==> src/rtl/bist_rtap_initiator.sv <==
// rtl/bist_rtap_initiator.sv - RTAP-side serial master for the SRAM wrapper BIST debug bus
`ifndef BIST_OP_WIDTH
`define BIST_OP_WIDTH 3
`endif
`ifndef BIST_OP_SHIFT_ID
`define BIST_OP_SHIFT_ID 1
`endif
`ifndef BIST_OP_SHIFT_BSEL
`define BIST_OP_SHIFT_BSEL 2
`endif
`ifndef BIST_OP_SHIFT_ADDRESS
`define BIST_OP_SHIFT_ADDRESS 3
`endif
`ifndef BIST_OP_READ
`define BIST_OP_READ 4
`endif
`ifndef BIST_OP_SHIFT_DATA
`define BIST_OP_SHIFT_DATA 5
`endif
`ifndef JTAG_DATA_REQ_WIDTH
`define JTAG_DATA_REQ_WIDTH 192
`endif
`ifndef JTAG_DATA_RES_WIDTH
`define JTAG_DATA_RES_WIDTH 256
`endif
`ifndef SRAM_WRAPPER_BUS_WIDTH
`define SRAM_WRAPPER_BUS_WIDTH 4
`endif

module bist_rtap_initiator #(
    parameter int GAP_CYCLES = 2
) (
    input  logic                                 clk,
    input  logic                                 rst_n,
    input  logic                                 req_valid,
    output logic                                 req_ready,
    input  logic                                 req_write,
    input  logic [7:0]                           req_sram_id,
    input  logic [7:0]                           req_chunk_id,
    input  logic [15:0]                          req_addr,
    input  logic [`JTAG_DATA_REQ_WIDTH-1:0]      req_wdata,
    output logic                                 rsp_valid,
    output logic                                 rsp_write,
    output logic [`JTAG_DATA_RES_WIDTH-1:0]      rsp_rdata,
    output logic [`BIST_OP_WIDTH-1:0]            rtap_srams_bist_command,
    output logic [`SRAM_WRAPPER_BUS_WIDTH-1:0]   rtap_srams_bist_data,
    input  logic [`SRAM_WRAPPER_BUS_WIDTH-1:0]   srams_rtap_data
);

    localparam int CW = `BIST_OP_WIDTH;
    localparam logic [CW-1:0] OP_IDLE = '0;
    localparam logic [CW-1:0] OP_ID   = CW'(`BIST_OP_SHIFT_ID);
    localparam logic [CW-1:0] OP_BSEL = CW'(`BIST_OP_SHIFT_BSEL);
    localparam logic [CW-1:0] OP_ADDR = CW'(`BIST_OP_SHIFT_ADDRESS);
    localparam logic [CW-1:0] OP_READ = CW'(`BIST_OP_READ);
    localparam logic [CW-1:0] OP_DATA = CW'(`BIST_OP_SHIFT_DATA);

    // Gaps shorter than two idle commands would not let every wrapper settle.
    localparam int              GAP_EFF  = (GAP_CYCLES < 2) ? 2 : GAP_CYCLES;
    localparam logic [5:0]      GAP_LAST = 6'(GAP_EFF - 1);

    typedef enum logic [3:0] {
        S_IDLE, S_SHIFT_ID, S_SHIFT_BSEL, S_SHIFT_ADDR, S_ISSUE_READ, S_READ_WAIT,
        S_SHIFT_RDATA, S_SHIFT_WDATA, S_WRITE_WAIT, S_DONE, S_GAP
    } state_t;

    state_t         r_state;
    logic [5:0]     r_cnt;
    logic           r_write;
    logic [7:0]     r_id;
    logic [7:0]     r_chunk;
    logic [15:0]    r_addr;
    logic [191:0]   r_wdata;
    logic [251:0]   r_rshift;

    // Transaction sequencer: each field register shifts left so its top nibble is always the next one to issue.
    always_ff @(posedge clk or negedge rst_n) begin
        if (!rst_n) begin
            r_state                 <= S_IDLE;
            r_cnt                   <= '0;
            r_write                 <= 1'b0;
            r_id                    <= '0;
            r_chunk                 <= '0;
            r_addr                  <= '0;
            r_wdata                 <= '0;
            r_rshift                <= '0;
            req_ready               <= 1'b1;
            rsp_valid               <= 1'b0;
            rsp_write               <= 1'b0;
            rsp_rdata               <= '0;
            rtap_srams_bist_command <= OP_IDLE;
            rtap_srams_bist_data    <= '0;
        end else begin
            r_cnt <= r_cnt + 6'd1;
            case (r_state)
                S_IDLE: begin
                    r_cnt <= '0;
                    if (req_valid && req_ready) begin
                        r_write                 <= req_write;
                        r_id                    <= req_sram_id << 4;
                        r_chunk                 <= req_chunk_id;
                        r_addr                  <= req_addr;
                        r_wdata                 <= req_wdata;
                        req_ready               <= 1'b0;
                        r_state                 <= S_SHIFT_ID;
                        rtap_srams_bist_command <= OP_ID;
                        rtap_srams_bist_data    <= req_sram_id[7:4];
                    end
                end
                S_SHIFT_ID: begin
                    if (r_cnt == 6'd1) begin
                        r_cnt                   <= '0;
                        r_state                 <= S_SHIFT_BSEL;
                        rtap_srams_bist_command <= OP_BSEL;
                        rtap_srams_bist_data    <= r_chunk[7:4];
                        r_chunk                 <= r_chunk << 4;
                    end else begin
                        rtap_srams_bist_data    <= r_id[7:4];
                        r_id                    <= r_id << 4;
                    end
                end
                S_SHIFT_BSEL: begin
                    if (r_cnt == 6'd1) begin
                        r_cnt                   <= '0;
                        r_state                 <= S_SHIFT_ADDR;
                        rtap_srams_bist_command <= OP_ADDR;
                        rtap_srams_bist_data    <= r_addr[15:12];
                        r_addr                  <= r_addr << 4;
                    end else begin
                        rtap_srams_bist_data    <= r_chunk[7:4];
                        r_chunk                 <= r_chunk << 4;
                    end
                end
                S_SHIFT_ADDR: begin
                    if (r_cnt == 6'd3) begin
                        r_cnt <= '0;
                        if (r_write) begin
                            r_state                 <= S_SHIFT_WDATA;
                            rtap_srams_bist_command <= OP_DATA;
                            rtap_srams_bist_data    <= r_wdata[191:188];
                            r_wdata                 <= r_wdata << 4;
                        end else begin
                            r_state                 <= S_ISSUE_READ;
                            rtap_srams_bist_command <= OP_READ;
                            rtap_srams_bist_data    <= '0;
                        end
                    end else begin
                        rtap_srams_bist_data    <= r_addr[15:12];
                        r_addr                  <= r_addr << 4;
                    end
                end
                S_ISSUE_READ: begin
                    r_cnt                   <= '0;
                    r_state                 <= S_READ_WAIT;
                    rtap_srams_bist_command <= OP_IDLE;
                end
                S_READ_WAIT: begin
                    r_cnt                   <= '0;
                    r_state                 <= S_SHIFT_RDATA;
                    rtap_srams_bist_command <= OP_DATA;
                end
                S_SHIFT_RDATA: begin
                    // The wrapper drives nibble k combinationally while our k-th SHIFT_DATA is on the bus.
                    r_rshift <= {r_rshift[247:0], srams_rtap_data};
                    if (r_cnt == 6'd63) begin
                        r_cnt                   <= '0;
                        r_state                 <= S_DONE;
                        rtap_srams_bist_command <= OP_IDLE;
                        rsp_valid               <= 1'b1;
                        rsp_write               <= r_write;
                        rsp_rdata               <= {r_rshift, srams_rtap_data};
                    end
                end
                S_SHIFT_WDATA: begin
                    if (r_cnt == 6'd47) begin
                        r_cnt                   <= '0;
                        r_state                 <= S_WRITE_WAIT;
                        rtap_srams_bist_command <= OP_IDLE;
                        rtap_srams_bist_data    <= '0;
                    end else begin
                        rtap_srams_bist_data    <= r_wdata[191:188];
                        r_wdata                 <= r_wdata << 4;
                    end
                end
                S_WRITE_WAIT: begin
                    if (r_cnt == 6'd1) begin
                        r_cnt     <= '0;
                        r_state   <= S_DONE;
                        rsp_valid <= 1'b1;
                        rsp_write <= r_write;
                    end
                end
                S_DONE: begin
                    r_cnt     <= '0;
                    r_state   <= S_GAP;
                    rsp_valid <= 1'b0;
                end
                S_GAP: begin
                    if (r_cnt == GAP_LAST) begin
                        r_cnt     <= '0;
                        r_state   <= S_IDLE;
                        req_ready <= 1'b1;
                    end
                end
                default: begin
                    r_cnt                   <= '0;
                    r_state                 <= S_IDLE;
                    req_ready               <= 1'b1;
                    rsp_valid               <= 1'b0;
                    rtap_srams_bist_command <= OP_IDLE;
                    rtap_srams_bist_data    <= '0;
                end
            endcase
        end
    end

endmodule

==> config.mk <==
export PLATFORM = sky130hd
export DESIGN_NAME = bist_rtap_initiator
export DESIGN_NICKNAME = d
export VERILOG_FILES = /design/src/rtl/bist_rtap_initiator.sv
export SDC_FILE = /design/constraint.sdc
export NUM_CORES = 1
export LEC_CHECK = 0
export ABC_AREA = 1
export CAP_MARGIN = 0
export CORE_ASPECT_RATIO = 0.6
export CORE_MARGIN = 2
export CORE_UTILIZATION = 58
export CTS_CLUSTER_DIAMETER = 60
export CTS_CLUSTER_SIZE = 10
export DETAILED_ROUTE_END_ITERATION = 16
export PLACE_DENSITY = 0.85
export SLEW_MARGIN = 20
export SYNTH_ARGS = -nofsm -noshare
export SYNTH_HDL_FRONTEND = slang
export SYNTH_SLANG_ARGS = --single-unit
==> constraint.sdc <==
create_clock -name clk -period 3.5 [get_ports clk]
set_input_delay 0.7 -clock clk [delete_from_list [all_inputs] [get_ports clk]]
set_output_delay 0.7 -clock clk [all_outputs]
set_load 0.01 [all_outputs]
# Word level (Yosys, flattened, before mapping)
# Index checks and enable logic that the tools add are counted.
[word_totals]
regBits = 753
in_bits = 232
out_inout_bits = 266
[classes]
n_addsub = 1
bitwise_logic = 4
reduce_logical = 24
mux = 54
eq_ne = 27
[ops]
columns = ["operator", "count"]
rows = [
  ["2-to-1 mux 192 bit", 4],
  ["one-hot mux 192 bit (3 select lines)", 1],
  ["2-to-1 mux 4 bit", 14],
  ["2-to-1 mux 16 bit", 3],
  ["one-hot mux 16 bit (3 select lines)", 1],
  ["one-hot mux 4 bit (11 select lines)", 1],
  ["2-to-1 mux 8 bit", 5],
  ["!= test 2 bit, second input constant", 13],
  ["2-to-1 mux 6 bit", 4],
  ["one-hot mux 3 bit (8 select lines)", 1],
  ["one-hot mux 4 bit (6 select lines)", 1],
  ["one-hot mux 6 bit (4 select lines)", 1],
  ["one-hot mux 8 bit (3 select lines)", 1],
  ["2-to-1 mux 3 bit", 6],
  ["equality test 4 x 3 -> 1 bit, second input constant", 4],
  ["one-hot mux 8 bit (2 select lines)", 1],
  ["equality test 4 bit, second input constant", 3],
  ["equality test 6 bit, second input constant", 2],
  ["AND reduction 3 bit", 4],
  ["nonzero test 3 bit", 3],
  ["OR reduction 9 bit", 1],
  ["equality test 4 x 2 -> 1 bit, second input constant", 2],
  ["AND reduction 4 bit", 2],
  ["AND reduction 8 bit", 1],
  ["other kinds (19)", 31],
]

# Longest topological paths before layout
# Gate-level depths: netlist of run 1.
[depth]
word_depth = 4
ltp_mapped = 14
ltp_nobuf = 10

# Worst setup path before layout of run 1
# OpenSTA, ideal clock, no wires.
[synth_path]
path_type = "reg-to-reg"
from = "register r_cnt[0]"
to = "register rsp_rdata[234]"
path_stages_with_launch = 12
arrival_ns = 1.570
path_buffers = 3
setup_time_ns = 0.134
setup_slack_ns = 1.796
period_less_slack_ns = 1.704
path_cell_list = "dfrtp_1 -> ha_1 -> nand2_1 -> nor2_1 -> nand2_1 -> nor2_4 -> inv_2 -> buf_6 -> buf_6 -> buf_2 -> nand2_1 -> o21ai_0"
[synth_between]
elab_chain_cells = 2
[synth_lines]
columns = ["item", "line", "rtl"]
rows = [
  ["start, declared", "68", "logic [5:0] r_cnt;"],
  ["start signal, assigned", "94", "r_cnt <= r_cnt + 6'd1;"],
  ["equality test 6 bit", "165", "if (r_cnt == 6'd63) begin"],
  ["AND reduction 2 bit (no line)", "--", ""],
  ["end signal, assigned", "171", "rsp_rdata <= {r_rshift, srams_rtap_data};"],
  ["end, declared", "44", "output logic [`JTAG_DATA_RES_WIDTH-1:0] rsp_rdata,"],
]
# No other way between the ends.
# A chain may end at the register's enable or synchronous reset.

# Final worst setup path of run 1
[layout_path]
from = "register r_state[3]"
to = "register rsp_rdata[105]"
[layout_between]
elab_chain_cells = 2
[layout_lines]
columns = ["item", "line", "rtl"]
rows = [
  ["start, declared", "67", "state_t r_state;"],
  ["start signal, assigned", "79", "r_state <= S_IDLE;"],
  ["start signal, assigned", "105", "r_state <= S_SHIFT_ID;"],
  ["start signal, assigned", "113", "r_state <= S_SHIFT_BSEL;"],
  ["equality test 4 x 3 -> 1 bit", "95", "case (r_state)"],
  ["AND reduction 2 bit (no line)", "--", ""],
]
# No other way between the ends.

==> results.sh, run 1 <==
export IMPL_critPathSlowestCell="inv_8"
export IMPL_fin_setup_tns_ps=0
export IMPL_cts_root_buf="clkbuf_16"
export IMPL_cap_violations=0
export IMPL_antenna_found_initial=5
export IMPL_vdd_ir_drop_max_uv=550.5
export IMPL_tightest_slew_ps=919.2
export IMPL_ctsResizeCount=0
export IMPL_grt_pass1_wl_um=128500
export IMPL_drt_initial_drc_count=2297
export IMPL_layout_common_cells="nand2_1, o21ai_0, dfrtp_1, clkdlybuf4s50_1, inv_1"
export IMPL_wl_per_cell_um=17.21
export IMPL_crit_fanout=154
export IMPL_avgSynthCellArea_um2=8.843
export IMPL_clockBufferDepth=3
export IMPL_viasPerCell=5.332
export IMPL_cp_top_family="buffers and inverters"
export IMPL_yosysSeqAreaShare=0.6082
export IMPL_max_freq_ghz=0.3498
export IMPL_slew_viol_final=0
export IMPL_path_cells="inv_2 -> nand2_2 -> inv_1 -> nand2_1 -> nor2_4 -> inv_8 -> buf_12 -> nand2_1 -> o21ai_0"
export IMPL_met1Wirelength_um=35100
export IMPL_dieArea_mm2=0.05505
export IMPL_mostFrequentLayoutCell="nand2_1"
export IMPL_cts_buffers=85
export IMPL_fp_row_count=65
export IMPL_drive_above_1_share=0.05890
export IMPL_h_tree_depth=3
export IMPL_first_pass_iters=6
export IMPL_wl_met3_um=4912
export IMPL_hold_path_class="input port to asynchronous set/reset pin"
export IMPL_cp_end_kind="flip-flop"
export IMPL_core_area_mm2=0.05254
export IMPL_ant_nets=0
export IMPL_rsz0062_at_grt="no"
export IMPL_cts_hold_fix_buffers=0
export IMPL_globalRouteTotalUtil=0.2940
export IMPL_period_minus_slack_ps=2859
export IMPL_fin_crit_sh=0.8168
export IMPL_status="finished clean"
export IMPL_num_io_pins=498
export IMPL_setup_viol=0
export IMPL_required_ps=4010
export IMPL_met2_length_um=36870
export IMPL_startpoint_type="flip-flop"
export IMPL_synth_cells=3485
export IMPL_ys_types=31
export IMPL_drt_total_wl_um=79630
export IMPL_hold_viol_final=0
export IMPL_io_buffers=497
export IMPL_cts_setup_buffers=0
export IMPL_fp_dieW_um=301.6
export IMPL_syn_cell_area_mm2=0.03082
export IMPL_max_slew_margin=0.3872
export IMPL_post_route_drc_count=0
export IMPL_overflow=0
export IMPL_syn2layout_area_growth_pct=25.39
export IMPL_grt_max_degree=234
export IMPL_ys_ff_latch=749
export IMPL_cts_sinks=749
export IMPL_powerDensity_mw_per_mm2=661.1
export IMPL_cts_tree="yes"
export IMPL_initial_core_util=0.5866
export IMPL_clk_pin_slew_ps=60
export IMPL_ys_warn_count=0
export IMPL_clock_skew_ps=18.82
export IMPL_synth_net_count=3719
export IMPL_slowest_delay_ps=600
export IMPL_finalWorstSetupSlack_ps=641.3
export IMPL_arrival_ps=3370
export IMPL_hpwl_um=53560
export IMPL_cp_buffers_inverters=4
export IMPL_maxUsedRoutingLayer="met5"
export IMPL_post_place_ws_ps=520.9
export IMPL_startpoint="r_state[3]$_DFFE_PN0P_"
export IMPL_fp_dieH_um=182.6
export IMPL_gp_congestion=0.8944
export IMPL_crit_top_cell="nand2_1"
export IMPL_power_leakage_uw=0.01760
export IMPL_grt_pass1_vias=24080
export IMPL_critPathKind="flip-flop to flip-flop"
export IMPL_worstReg2RegStart="r_state[3]$_DFFE_PN0P_"
export IMPL_vias=24680
export IMPL_insertion_delay_ps=610
export IMPL_nNetsFinal=4142
-- final timing paths --
| check | slack [ps] | cells after the start | to |
|---|---|---|---|
| setup / recovery | 640 | 9 | rsp_rdata[105]$_DFFE_PN0P_ |
| hold / removal | 90 | 1 | r_wdata[45]$_DFFE_PN0P_ |
| setup reg to reg | 640 | 9 | rsp_rdata[105]$_DFFE_PN0P_ |
| hold reg to reg | 470 | 2 | r_rshift[20]$_DFFE_PN0P_ |
| max in group asynchronous | 2350 | 2 | r_rshift[131]$_DFFE_PN0P_ |
| min in group clk | 470 | 2 | r_rshift[20]$_DFFE_PN0P_ |
-- cell usage after synthesis --
cell type / count / area [um2]
buf_4: 3 / 22.52
xor2_1: 2 / 17.52
dfrtp_1: 748 / 18720
a21oi_1: 16 / 80.08
nand2_2: 36 / 225.2
dfstp_2: 1 / 26.28
buf_2: 88 / 440.4
ha_1: 2 / 25.02
mux2_2: 4 / 45.04
nand3_2: 1 / 10.01
o21ai_0: 806 / 4034
inv_1: 464 / 1742
mux2i_1: 4 / 40.04
nor2_1: 42 / 157.7
nand3_1: 27 / 135.1
nor3_1: 3 / 15.01
inv_2: 7 / 26.28
buf_6: 12 / 135.1
buf_1: 6 / 22.52
o21ai_2: 36 / 315.3
inv_4: 1 / 6.260
nand2_4: 1 / 11.26
nand2_1: 988 / 3709
nor3_2: 1 / 10.01
o21ai_1: 84 / 420.4
clkbuf_1: 94 / 352.8
nor3b_1: 1 / 7.510
buf_8: 1 / 15.01
nand4_1: 2 / 12.51
nor2_4: 3 / 33.78
or2_2: 1 / 6.260
-- sequential cells by signal, indices dropped and copies added, names as in the netlist, 6 cells and up --
name / count
r_cnt: 6
r_wdata: 192
r_chunk: 8
r_rshift: 252
r_addr: 16
rsp_rdata: 256
-- layer usage --
layer,up-vias,track usage
li1,11750,-
met1,11910,0.4223
met2,839,0.4531
met3,170,0.05357
met4,4,0.1059
met5,-,0
-- worst reg2reg max path, stage by stage (launching register included) --
cell	delay (ps)
dfrtp_1	440
inv_2	120
nand2_2	160
inv_1	80
nand2_1	400
nor2_4	170
inv_8	600
buf_12	520
nand2_1	150
o21ai_0	130
-- power breakdown --
group          internal (uW)  switching, uW  leakage (uW)  total [uW]
combinational           2300           4760       0.00641        7060
sequential             10200            516        0.0101       10700
clock                   4470           3340       0.00113        7810
total                  16900           8610        0.0176       25500
-- cells by family (layout without fill, tap and decap cells) --
logic type / Yosys count / count (layout) / share of synthesized area
and+or+nand+nor: 1106 / 1106 / 0.1406
AOI/OAI and AO/OA: 942 / 942 / 0.1574
DFF: 749 / 749 / 0.6082
buffers and inverters: 676 / 1113 / 0.08965
muxes: 8 / 8 / 0.002761
adders and majority gates: 2 / 2 / 0.0008119
xor gates and xnor gates: 2 / 2 / 0.0005685
other: 0 / 3 / 0
-- through the flow --
step / instance area (um2) / hold slack, ps / util / power [uW] / instances
finish: 38640 / 86.01 / 0.7355 / 25540 / 4628
global route: 38640 / 137.0 / 0.7354 / 27200 / 4627
CTS: 38630 / 121.6 / 0.7353 / 25630 / 4625
detailed placement: 36320 / 462.6 / 0.6914 / 17770 / 4524
global placement: 36320 / 455.2 / 0.6914 / 17430 / 4524
floorplan: 30820 / 404.4 / - / 15870 / 3485
-- layout make-up --
cell class | instances | area, um2
clock inverters | 8 | 132.6
multi-input cells | 2060 | 9331
diodes | 3 | 7.507
fillers | 3668 | 13900
well taps | 703 | 879.6
flip-flops and latches | 749 | 18740
clock buffers | 93 | 2178
repair buffers | 540 | 5578
inverters | 472 | 1789
No activity file was read; power rests on OpenSTA's default activity.
==> run 2, diff against run 1 <==
--- a/config.mk
+++ b/config.mk
@@ -9,11 +9,11 @@
 export CAP_MARGIN = 0
 export CORE_ASPECT_RATIO = 0.6
 export CORE_MARGIN = 2
-export CORE_UTILIZATION = 58
+export CORE_UTILIZATION = 48
 export CTS_CLUSTER_DIAMETER = 60
 export CTS_CLUSTER_SIZE = 10
 export DETAILED_ROUTE_END_ITERATION = 16
-export PLACE_DENSITY = 0.85
+export PLACE_DENSITY = 0.75
 export SLEW_MARGIN = 20
 export SYNTH_ARGS = -nofsm -noshare
 export SYNTH_HDL_FRONTEND = slang
==> constraint.sdc (replaced) <==
create_clock -name clk -period 2.49 [get_ports clk]
set_input_delay 0.498 -clock clk [delete_from_list [all_inputs] [get_ports clk]]
set_output_delay 0.498 -clock clk [all_outputs]
set_load 0.01 [all_outputs]
==> run 2 against run 1 <==
  * Wire length fell by 1.9%
  * Design area rose by 1.3%
  * Clock power rose by 40%
  * Critical endpoint is now req_ready
  * Largest power group unchanged
==> results.sh, run 2 (same netlist as run 1, synthesis figures left out) <==
export IMPL_cp_top_family="buffers and inverters"
export IMPL_power_internal_uw=23860
export IMPL_layout_common_cells="nand2_1, o21ai_0, dfrtp_1, clkdlybuf4s50_1, inv_1"
export IMPL_hold_path_class="input port to asynchronous set/reset pin"
export IMPL_vdd_ir_drop_max_uv=591.5
export IMPL_clockBufferDepth=3
export IMPL_grt_pass1_wl_um=126000
export IMPL_period_minus_slack_ps=2321
export IMPL_cp_buffers_inverters=1
export IMPL_postLayoutCoreUtil=0.6205
export IMPL_cts_sinks=749
export IMPL_fin_crit_sh=0.9320
export IMPL_io_buffers=497
export IMPL_p_clk_frac=0.303
export IMPL_combPwrFrac=0.279
export IMPL_cts_setup_buffers=0
export IMPL_gp_congestion=0.8499
export IMPL_fp_dieW_um=331.1
export IMPL_insertion_delay_ps=630
export IMPL_arrival_ps=1820
export IMPL_cap_violations=0
export IMPL_power_leakage_uw=0.01777
export IMPL_setup_viol=0
export IMPL_pwr_share_seq=0.418
export IMPL_grt_pass1_vias=23240
export IMPL_fillers=5226
export IMPL_max_freq_ghz=0.4309
export IMPL_path_cells="clkdlybuf4s50_1"
export IMPL_critPathSlowestCell="clkdlybuf4s50_1"
export IMPL_antenna_found_initial=13
export IMPL_whs_ps=383.1
export IMPL_swShare=0.3357
export IMPL_first_pass_iters=5
export IMPL_status="finished clean"
export IMPL_cts_root_buf="clkbuf_16"
export IMPL_post_route_drc_count=0
export IMPL_crit_fanout=3
export IMPL_grt_max_degree=175
export IMPL_ant_nets=0
export IMPL_finalWorstSetupSlack_ps=169.4
export IMPL_wl_per_cell_um=16.30
export IMPL_tightest_slew_ps=639.8
export IMPL_num_io_pins=498
export IMPL_worstReg2RegStart="r_cnt[0]$_DFF_PN0_"
export IMPL_viasPerCell=5.024
export IMPL_startpoint_type="flip-flop"
export IMPL_core_area_mm2=0.06307
export IMPL_syn2layout_area_growth_pct=27.00
export IMPL_power_switching_uw=12060
export IMPL_max_slew_margin=0.5735
export IMPL_top_regs="rsp_rdata (256), r_rshift (252), r_wdata (192)"
export IMPL_slew_viol_final=0
export IMPL_fp_dieH_um=200.3
export IMPL_hpwl_um=54060
export IMPL_dieArea_mm2=0.06631
export IMPL_h_tree_depth=3
export IMPL_mostFrequentLayoutCell="nand2_1"
export IMPL_startpoint="req_ready$_DFFE_PN1P_"
export IMPL_overflow=0
export IMPL_fin_setup_tns_ps=0
export IMPL_powerDensity_mw_per_mm2=917.9
export IMPL_drive_above_1_share=0.06494
export IMPL_nNetsFinal=4168
export IMPL_drt_total_wl_um=78100
export IMPL_clk_pin_slew_ps=60
export IMPL_globalRouteTotalUtil=0.2383
export IMPL_ctsResizeCount=0
export IMPL_slowest_delay_ps=640
export IMPL_initial_core_util=0.4886
export IMPL_post_place_ws_ps=146.0
export IMPL_hold_viol_final=0
export IMPL_required_ps=1990
export IMPL_drt_initial_drc_count=1896
export IMPL_cts_buffers=85
export IMPL_regMostFlops="rsp_rdata"
export IMPL_vias=24070
export IMPL_largest_register_ffs=256
export IMPL_critPathKind="flip-flop to output pin"
export IMPL_clock_skew_ps=19.75
export IMPL_fp_row_count=71
export IMPL_cp_end_kind="output pin"
export IMPL_rsz0062_at_grt="no"
export IMPL_cts_tree="yes"
==> run 2: cell types whose count changed in the layout (fill, tap and decap cells not counted), sizes merged <==
cell	delta
buf	+25
bufinv	-1
clkbuf	-5
diode	+6
dlygate4sd3	+1
==> run 2: final cells by class <==
type | count | area [um2] | area share
Inverter | 472 | 1789 | 0.04572
Timing Repair Buffer | 566 | 5926 | 0.1514
Sequential cell | 749 | 18740 | 0.4789
Clock buffer | 88 | 2170 | 0.05543
Multi-Input combinational cell | 2060 | 9331 | 0.2384
Clock inverter | 7 | 105.1 | 0.002685
Antenna cell | 9 | 22.52 | 0.0005754
Tap cell | 839 | 1050 | 0.02682
==> run 2: timing repair <==
action / 4_1_cts / 5_1_grt
hold endpoints to repair: 31 / 0
hold buffers: 1 / 0
endpoints found under the setup margin: 0 / 0
==> run 2: final timing paths <==
check | slack, ps | endpoint | cells after the start
max | 170 | req_ready | 1
min | 380 | r_rshift[77]$_DFFE_PN0P_ | 2
max reg2reg | 230 | rsp_rdata[54]$_DFFE_PN0P_ | 8
min reg2reg | 470 | r_rshift[240]$_DFFE_PN0P_ | 2
max in group asynchronous | 1160 | r_wdata[6]$_DFFE_PN0P_ | 4
min in group clk | 430 | r_chunk[2]$_DFFE_PN0P_ | 3
==> run 2: power groups by stage <==
stage,Sequential [uW],Clock (uW),Combinational (uW)
after CTS,15000,11100,10100
after floorplan,15000,0,7330
after global routing,15200,11600,11500
final,15000,10900,10000
after detailed placement,15200,0,10000
after global placement,15100,0,9730
==> run 2: stage by stage <==
stage / instance area, um2 / instances / power [uW]
floorplan: 30820 / 3485 / 22310
global placement: 36830 / 4685 / 24840
detailed placement: 36830 / 4685 / 25190
CTS: 39120 / 4781 / 36230
global route: 39130 / 4788 / 38300
finish: 39140 / 4790 / 35920
==> run 2: per-layer routing <==
layer  GRT usage  vias to the layer above  part of all wire
met4     0.06918                        2             0.022
met1      0.3577                    11530              0.47
met5           0                        -           0.00014
met3     0.05596                      117             0.065
li1            -                    11800                 -
met2      0.3442                      617              0.44
==> run 3, diff against run 2 <==
--- a/config.mk
+++ b/config.mk
@@ -13,6 +13,7 @@
 export CTS_CLUSTER_DIAMETER = 60
 export CTS_CLUSTER_SIZE = 10
 export DETAILED_ROUTE_END_ITERATION = 16
+export GPL_ROUTABILITY_DRIVEN = 0
 export PLACE_DENSITY = 0.75
 export SLEW_MARGIN = 20
 export SYNTH_ARGS = -nofsm -noshare
==> results of run 3 <==
Same layout as run 2: the final DEF is identical, and so are final timing and power.
